[src/rtl/simd_mem_pkg.sv]
// Shared types and lane geometry for the SIMD scratch-RAM client.
package simd_mem_pkg;

   localparam int LANE_W = 8;
   localparam int WAIT_W = 8;

   typedef enum logic [1:0] {
      ST_IDLE = 2'd0,
      ST_REQ  = 2'd1,
      ST_HOLD = 2'd2,
      ST_RESP = 2'd3
   } lane_state_t;

   function automatic int lane_lo(input int lane);
      return lane * LANE_W;
   endfunction

endpackage

[src/rtl/simd_lane_ctrl.sv]
// One core lane: latches a load/store, waits for its grant, rides out the RAM
// read latency and returns a single-cycle response.
module simd_lane_ctrl
   import simd_mem_pkg::*;
#(
   parameter int RD_LAT = 2,
   parameter int TMO    = 255
) (
   input  logic              clk,
   input  logic              rst,
   input  logic              req_valid,
   input  logic              req_we,
   input  logic [LANE_W-1:0] req_addr,
   input  logic [LANE_W-1:0] req_wdata,
   output logic              req_ready,
   output logic              rsp_valid,
   output logic              rsp_err,
   output logic [LANE_W-1:0] rsp_rdata,
   output logic              rden,
   output logic              wren,
   output logic [LANE_W-1:0] addr,
   output logic [LANE_W-1:0] din,
   input  logic              acq,
   input  logic [LANE_W-1:0] dq
);

   localparam int                LAT_W    = (RD_LAT < 1) ? 1 : $clog2(RD_LAT + 1);
   localparam logic [LAT_W-1:0]  LAT_END  = LAT_W'(RD_LAT);
   localparam logic [WAIT_W-1:0] TMO_END  = WAIT_W'(TMO);
   localparam logic [WAIT_W-1:0] WAIT_MAX = {WAIT_W{1'b1}};

   lane_state_t       state_q, state_d;
   logic [WAIT_W-1:0] wait_q, wait_d, wait_inc;
   logic [LAT_W-1:0]  lat_q, lat_d;
   logic              we_q, we_n;
   logic              accept, capture, timeout, busy_d;

   assign req_ready = (state_q == ST_IDLE);

   always_comb begin
      state_d  = state_q;
      wait_d   = wait_q;
      lat_d    = lat_q;
      capture  = 1'b0;
      timeout  = 1'b0;
      accept   = (state_q == ST_IDLE) && req_valid;
      wait_inc = (wait_q == WAIT_MAX) ? wait_q : wait_q + WAIT_W'(1);
      case (state_q)
         ST_IDLE: begin
            if (req_valid) begin
               state_d = ST_REQ;
               wait_d  = '0;
               lat_d   = '0;
            end
         end
         ST_REQ: begin
            if (acq) begin
               state_d = ST_HOLD;
               lat_d   = '0;
            end else begin
               wait_d = wait_inc;
               if ((TMO > 0) && (wait_inc == TMO_END)) begin
                  state_d = ST_RESP;
                  timeout = 1'b1;
               end
            end
         end
         ST_HOLD: begin
            // Losing the grant mid-latency restarts the read, but the
            // overall wait budget keeps running.
            if (!acq) begin
               state_d = ST_REQ;
               lat_d   = '0;
            end else if (lat_q == LAT_END) begin
               state_d = ST_RESP;
               capture = 1'b1;
            end else begin
               lat_d = lat_q + LAT_W'(1);
            end
         end
         ST_RESP: state_d = ST_IDLE;
         default: state_d = ST_IDLE;
      endcase
      we_n   = accept ? req_we : we_q;
      busy_d = (state_d == ST_REQ) || (state_d == ST_HOLD);
   end

   always_ff @(posedge clk) begin
      if (rst) begin
         state_q   <= ST_IDLE;
         wait_q    <= '0;
         lat_q     <= '0;
         rden      <= 1'b0;
         wren      <= 1'b0;
         rsp_valid <= 1'b0;
         rsp_err   <= 1'b0;
         rsp_rdata <= '0;
         addr      <= '0;
         din       <= '0;
      end else begin
         state_q   <= state_d;
         wait_q    <= wait_d;
         lat_q     <= lat_d;
         rden      <= busy_d && !we_n;
         wren      <= busy_d && we_n;
         rsp_valid <= (state_d == ST_RESP);
         rsp_err   <= timeout;
         rsp_rdata <= (capture && !we_q) ? dq : '0;
         if (accept) begin
            addr <= req_addr;
            din  <= req_wdata;
         end
      end
   end

   always_ff @(posedge clk) begin
      if (accept) we_q <= req_we;
   end

endmodule

[src/rtl/simd_mem_client.sv]
// Per-core requester front end for the shared scratch-RAM arbiter; only packs
// and unpacks the lane buses around NCORES lane controllers.
module simd_mem_client
   import simd_mem_pkg::*;
#(
   parameter int NCORES = 4,
   parameter int RD_LAT = 2,
   parameter int TMO    = 255
) (
   input  logic                     clk,
   input  logic                     rst,
   input  logic [NCORES-1:0]        req_valid,
   input  logic [NCORES-1:0]        req_we,
   input  logic [NCORES*LANE_W-1:0] req_addr,
   input  logic [NCORES*LANE_W-1:0] req_wdata,
   output logic [NCORES-1:0]        req_ready,
   output logic [NCORES-1:0]        rsp_valid,
   output logic [NCORES-1:0]        rsp_err,
   output logic [NCORES*LANE_W-1:0] rsp_rdata,
   output logic [NCORES-1:0]        rden,
   output logic [NCORES-1:0]        wren,
   output logic [NCORES*LANE_W-1:0] Address,
   output logic [NCORES*LANE_W-1:0] Din,
   input  logic [NCORES-1:0]        acq,
   input  logic [NCORES*LANE_W-1:0] Dq
);

   for (genvar g = 0; g < NCORES; g++) begin : g_lane
      localparam int LO = lane_lo(g);

      simd_lane_ctrl #(
         .RD_LAT (RD_LAT),
         .TMO    (TMO)
      ) u_lane (
         .clk       (clk),
         .rst       (rst),
         .req_valid (req_valid[g]),
         .req_we    (req_we[g]),
         .req_addr  (req_addr[LO +: LANE_W]),
         .req_wdata (req_wdata[LO +: LANE_W]),
         .req_ready (req_ready[g]),
         .rsp_valid (rsp_valid[g]),
         .rsp_err   (rsp_err[g]),
         .rsp_rdata (rsp_rdata[LO +: LANE_W]),
         .rden      (rden[g]),
         .wren      (wren[g]),
         .addr      (Address[LO +: LANE_W]),
         .din       (Din[LO +: LANE_W]),
         .acq       (acq[g]),
         .dq        (Dq[LO +: LANE_W])
      );
   end

endmodule

[config.mk]
export PLATFORM = sky130hd
export DESIGN_NAME = simd_mem_client
export DESIGN_NICKNAME = d
export VERILOG_FILES = /design/src/rtl/simd_mem_pkg.sv /design/src/rtl/simd_lane_ctrl.sv /design/src/rtl/simd_mem_client.sv
export SDC_FILE = /design/constraint.sdc
export NUM_CORES = 1
export LEC_CHECK = 0
export BUFFER_PORTS_ARGS = -buffer_cell sky130_fd_sc_hd__buf_2
export CAP_MARGIN = 5
export CORE_UTILIZATION = 30
export CTS_BUF_LIST = sky130_fd_sc_hd__clkbuf_16
export DETAILED_ROUTE_END_ITERATION = 8
export GPL_TIMING_DRIVEN = 0
export PLACE_DENSITY = 0.51
export SKIP_CTS_REPAIR_TIMING = 1
export SLEW_MARGIN = 20
export SYNTH_ARGS = -nofsm -noshare
export SYNTH_HDL_FRONTEND = slang
export SYNTH_SLANG_ARGS = --single-unit
[constraint.sdc]
create_clock -name clk -period 3.09 [get_ports clk]
set_clock_uncertainty 0.1 [all_clocks]
set_input_delay 0.309 -clock clk [delete_from_list [all_inputs] [get_ports clk]]
set_output_delay 0.309 -clock clk [all_outputs]
set_load 0.01 [all_outputs]
==> results.sh <==
export IMPL_die_x_um=153
export IMPL_dr_pass1_iters=6
export IMPL_synth_async_reset_ratio=0
export IMPL_crit_path_end_kind="register"
export IMPL_fin_crit_ns=2.56
export IMPL_hold_violations=2
export IMPL_postSynthCellCount=806
export IMPL_cts_tree="done"
export IMPL_track_usage=0.156
export IMPL_rsz0062_at_grt="false"
export IMPL_power_density_nw_per_um2=546
export IMPL_max_stage_delay_ns=0.45
export IMPL_num_vias=6441
export IMPL_clkLatencyLatePin_ns=0.43
export IMPL_drv_slew=0
export IMPL_fin_area_um2=9170
export IMPL_dp_hpwl_um=13200
export IMPL_setup_ws_ns=0.534
export IMPL_p_leak_nw=4.04
export IMPL_hold_depth=2
export IMPL_clkTransAtPathRegs_ns=0.06
export IMPL_die_area_um2=23300
export IMPL_grt_pass1_vias=5774
export IMPL_yosysSeqAreaShare=0.482
export IMPL_max_vdd_ir_drop_uv=335
export IMPL_cpMaxStageDelayCell="dfxtp_1"
export IMPL_critical_path_top_delay_family="simple AND/OR/NAND/NOR gates"
export IMPL_path_buf_inv=0
export IMPL_wirelength_um=18500
export IMPL_drt_initial_drc_count=326
export IMPL_dp_slack_ns=0.557
export IMPL_grt_max_degree=17
export IMPL_crit_type="reg -> reg"
export IMPL_nets=1201
export IMPL_tns_ns=0
export IMPL_clk_path_buf_depth=2
export IMPL_ys_seq_elements=164
export IMPL_syn2layout_area_growth_pct=34.8
export IMPL_syn_num_nets=928
export IMPL_cts_buffers=17
export IMPL_placed_area_um2=8280
export IMPL_worstPathCellList="ha_1, nand2_1, nor3_1, a2111oi_2, o211ai_1, nand2_1, ha_1, nor3b_1"
export IMPL_grt_pass1_wl_um=29200
export IMPL_grt_overflow=0
export IMPL_worst_pin_slew_ns=0.981
export IMPL_drv_cap=0
export IMPL_synth_area_per_cell_um2=8.44
export IMPL_start_util=0.309
export IMPL_synth_cell_area_um2=6810
export IMPL_port_buffers=224
export IMPL_crit_required_ns=3.27
export IMPL_drcViolationCount=16
export IMPL_total_power_mw=5.01
export IMPL_status="complete, but fails checks"
export IMPL_cts_root_buf="clkbuf_16"
export IMPL_worstPathArrival_ns=2.74
export IMPL_hold_ws_ns=-0.0115
export IMPL_wl_per_cell_um=13.5
export IMPL_n_antenna_cell=0
export IMPL_slew_headroom=0.340
export IMPL_ys_flop_type="dfxtp_1"
export IMPL_yosys_warnings=0
export IMPL_synth_edff_count=0
export IMPL_path_depth=8
export IMPL_path_max_fanout=9
export IMPL_antenna_found_initial=1
export IMPL_cp_start_kind="register"
export IMPL_synth_distinct_cells=57
export IMPL_hold_class="in -> reg"
export IMPL_coreArea_um2=22000
export IMPL_h_tree_depth=4
export IMPL_fin_crit_sh=0.827
export IMPL_cts_sinks=164
export IMPL_place_congestion=0.808
export IMPL_chipHeight_um=153
export IMPL_finalSetupViolations=0
export IMPL_drive_above_1_share=0.258
export IMPL_io_pins=226
export IMPL_viasPerCell=4.69
export IMPL_fmax_mhz=391
export IMPL_num_rows=54
export IMPL_violations="DRC, hold timing"
export IMPL_ant_nets=0
export IMPL_reg2reg_depth=8
sequential cells by signal, indices dropped and copies added (netlist names):
signal and count:
g_lane.u_lane.addr 32, g_lane.u_lane.din 32, g_lane.u_lane.rsp_rdata 32, g_lane.u_lane.wait_q 32, g_lane.u_lane.lat_q 8, g_lane.u_lane.state_q 8
g_lane.u_lane.rden 4, g_lane.u_lane.rsp_err 4, g_lane.u_lane.rsp_valid 4, g_lane.u_lane.we_q 4, g_lane.u_lane.wren 4
synth_stat cells, types with 5 or more instances:
library cell,number,share of area
dfxtp_1,164,0.48
nand2_1,161,0.089
a21oi_1,86,0.063
clkbuf_1,43,0.024
and2_1,40,0.037
nor2_1,39,0.022
nand3_1,23,0.017
buf_4,20,0.022
inv_1,17,0.0094
nor3_1,16,0.012
mux2i_1,15,0.022
nor2b_1,15,0.014
o21ai_0,14,0.010
ha_1,12,0.022
o21ai_1,10,0.0074
nand4_1,9,0.0083
nor3b_1,9,0.0099
or3_1,9,0.0083
or3b_1,9,0.012
a31oi_1,8,0.0074
and3_1,8,0.0074
nand2b_1,7,0.0064
a311oi_1,5,0.0064
kinds of logic after synthesis:
logic type	synth area share
mux	0.0221
flops	0.482
compound gates	0.142
simple gates	0.273
xor+xnor	0.00129
fa+ha+maj	0.0221
buf+inv	0.0572
area by class of cell:
class,count,area (µm²)
Multi-Input combinational cell,559,3140
Timing Repair Buffer,254,1420
Fill cell,2316,12900
Clock inverter,15,163
Inverter,18,67.6
Clock buffer,17,425
Buffer,65,322
Sequential cell,164,3280
Tap cell,280,350
through the flow:
step	cells	utilization
final	1372	0.416
after global routing	1372	0.416
after CTS	1342	0.403
after detailed placement	1310	0.376
after global placement	1310	0.376
after floorplan	806	-
cells in the final DEF, fill, tap and decap left out, types with 20 or more instances in the layout:
master,Yosys,layout
buf_2,2,226
dfxtp_1,164,164
nand2_1,161,161
a21oi_1,86,86
clkbuf_1,43,43
and2_1,40,40
nor2_1,39,39
dlygate4sd3_1,0,30
nand3_1,23,23
buf_4,20,20
power by group:
part / switching, mW / internal (mW) / leakage (nW) / total (mW)
sequential: 0.0502 / 2.21 / 1.34 / 2.26
combinational: 0.337 / 0.276 / 2.41 / 0.613
clock: 0.877 / 1.26 / 0.293 / 2.14
total: 1.26 / 3.75 / 4.04 / 5.01
routing by layer:
metal	share of wire	vias to the layer above	track usage
met2	0.46	157	0.259
met3	0.060	19	0.0421
met5	0.00070	-	0
li1	-	3304	-
met4	0.013	2	0.0534
met1	0.46	2959	0.195
path summary, 6_finish.rpt:
kind | from | endpoint | slack (ns)
min | Dq[23] | g_lane[2].u_lane.rsp_rdata[7] | -0.01
min reg2reg | g_lane[1].u_lane.din[7] | g_lane[1].u_lane.din[7] | 0.35
max reg2reg | g_lane[0].u_lane.wait_q[0] | g_lane[0].u_lane.rden | 0.53
max | g_lane[0].u_lane.wait_q[0] | g_lane[0].u_lane.rden | 0.53
Power figures use the tool's default switching activity.
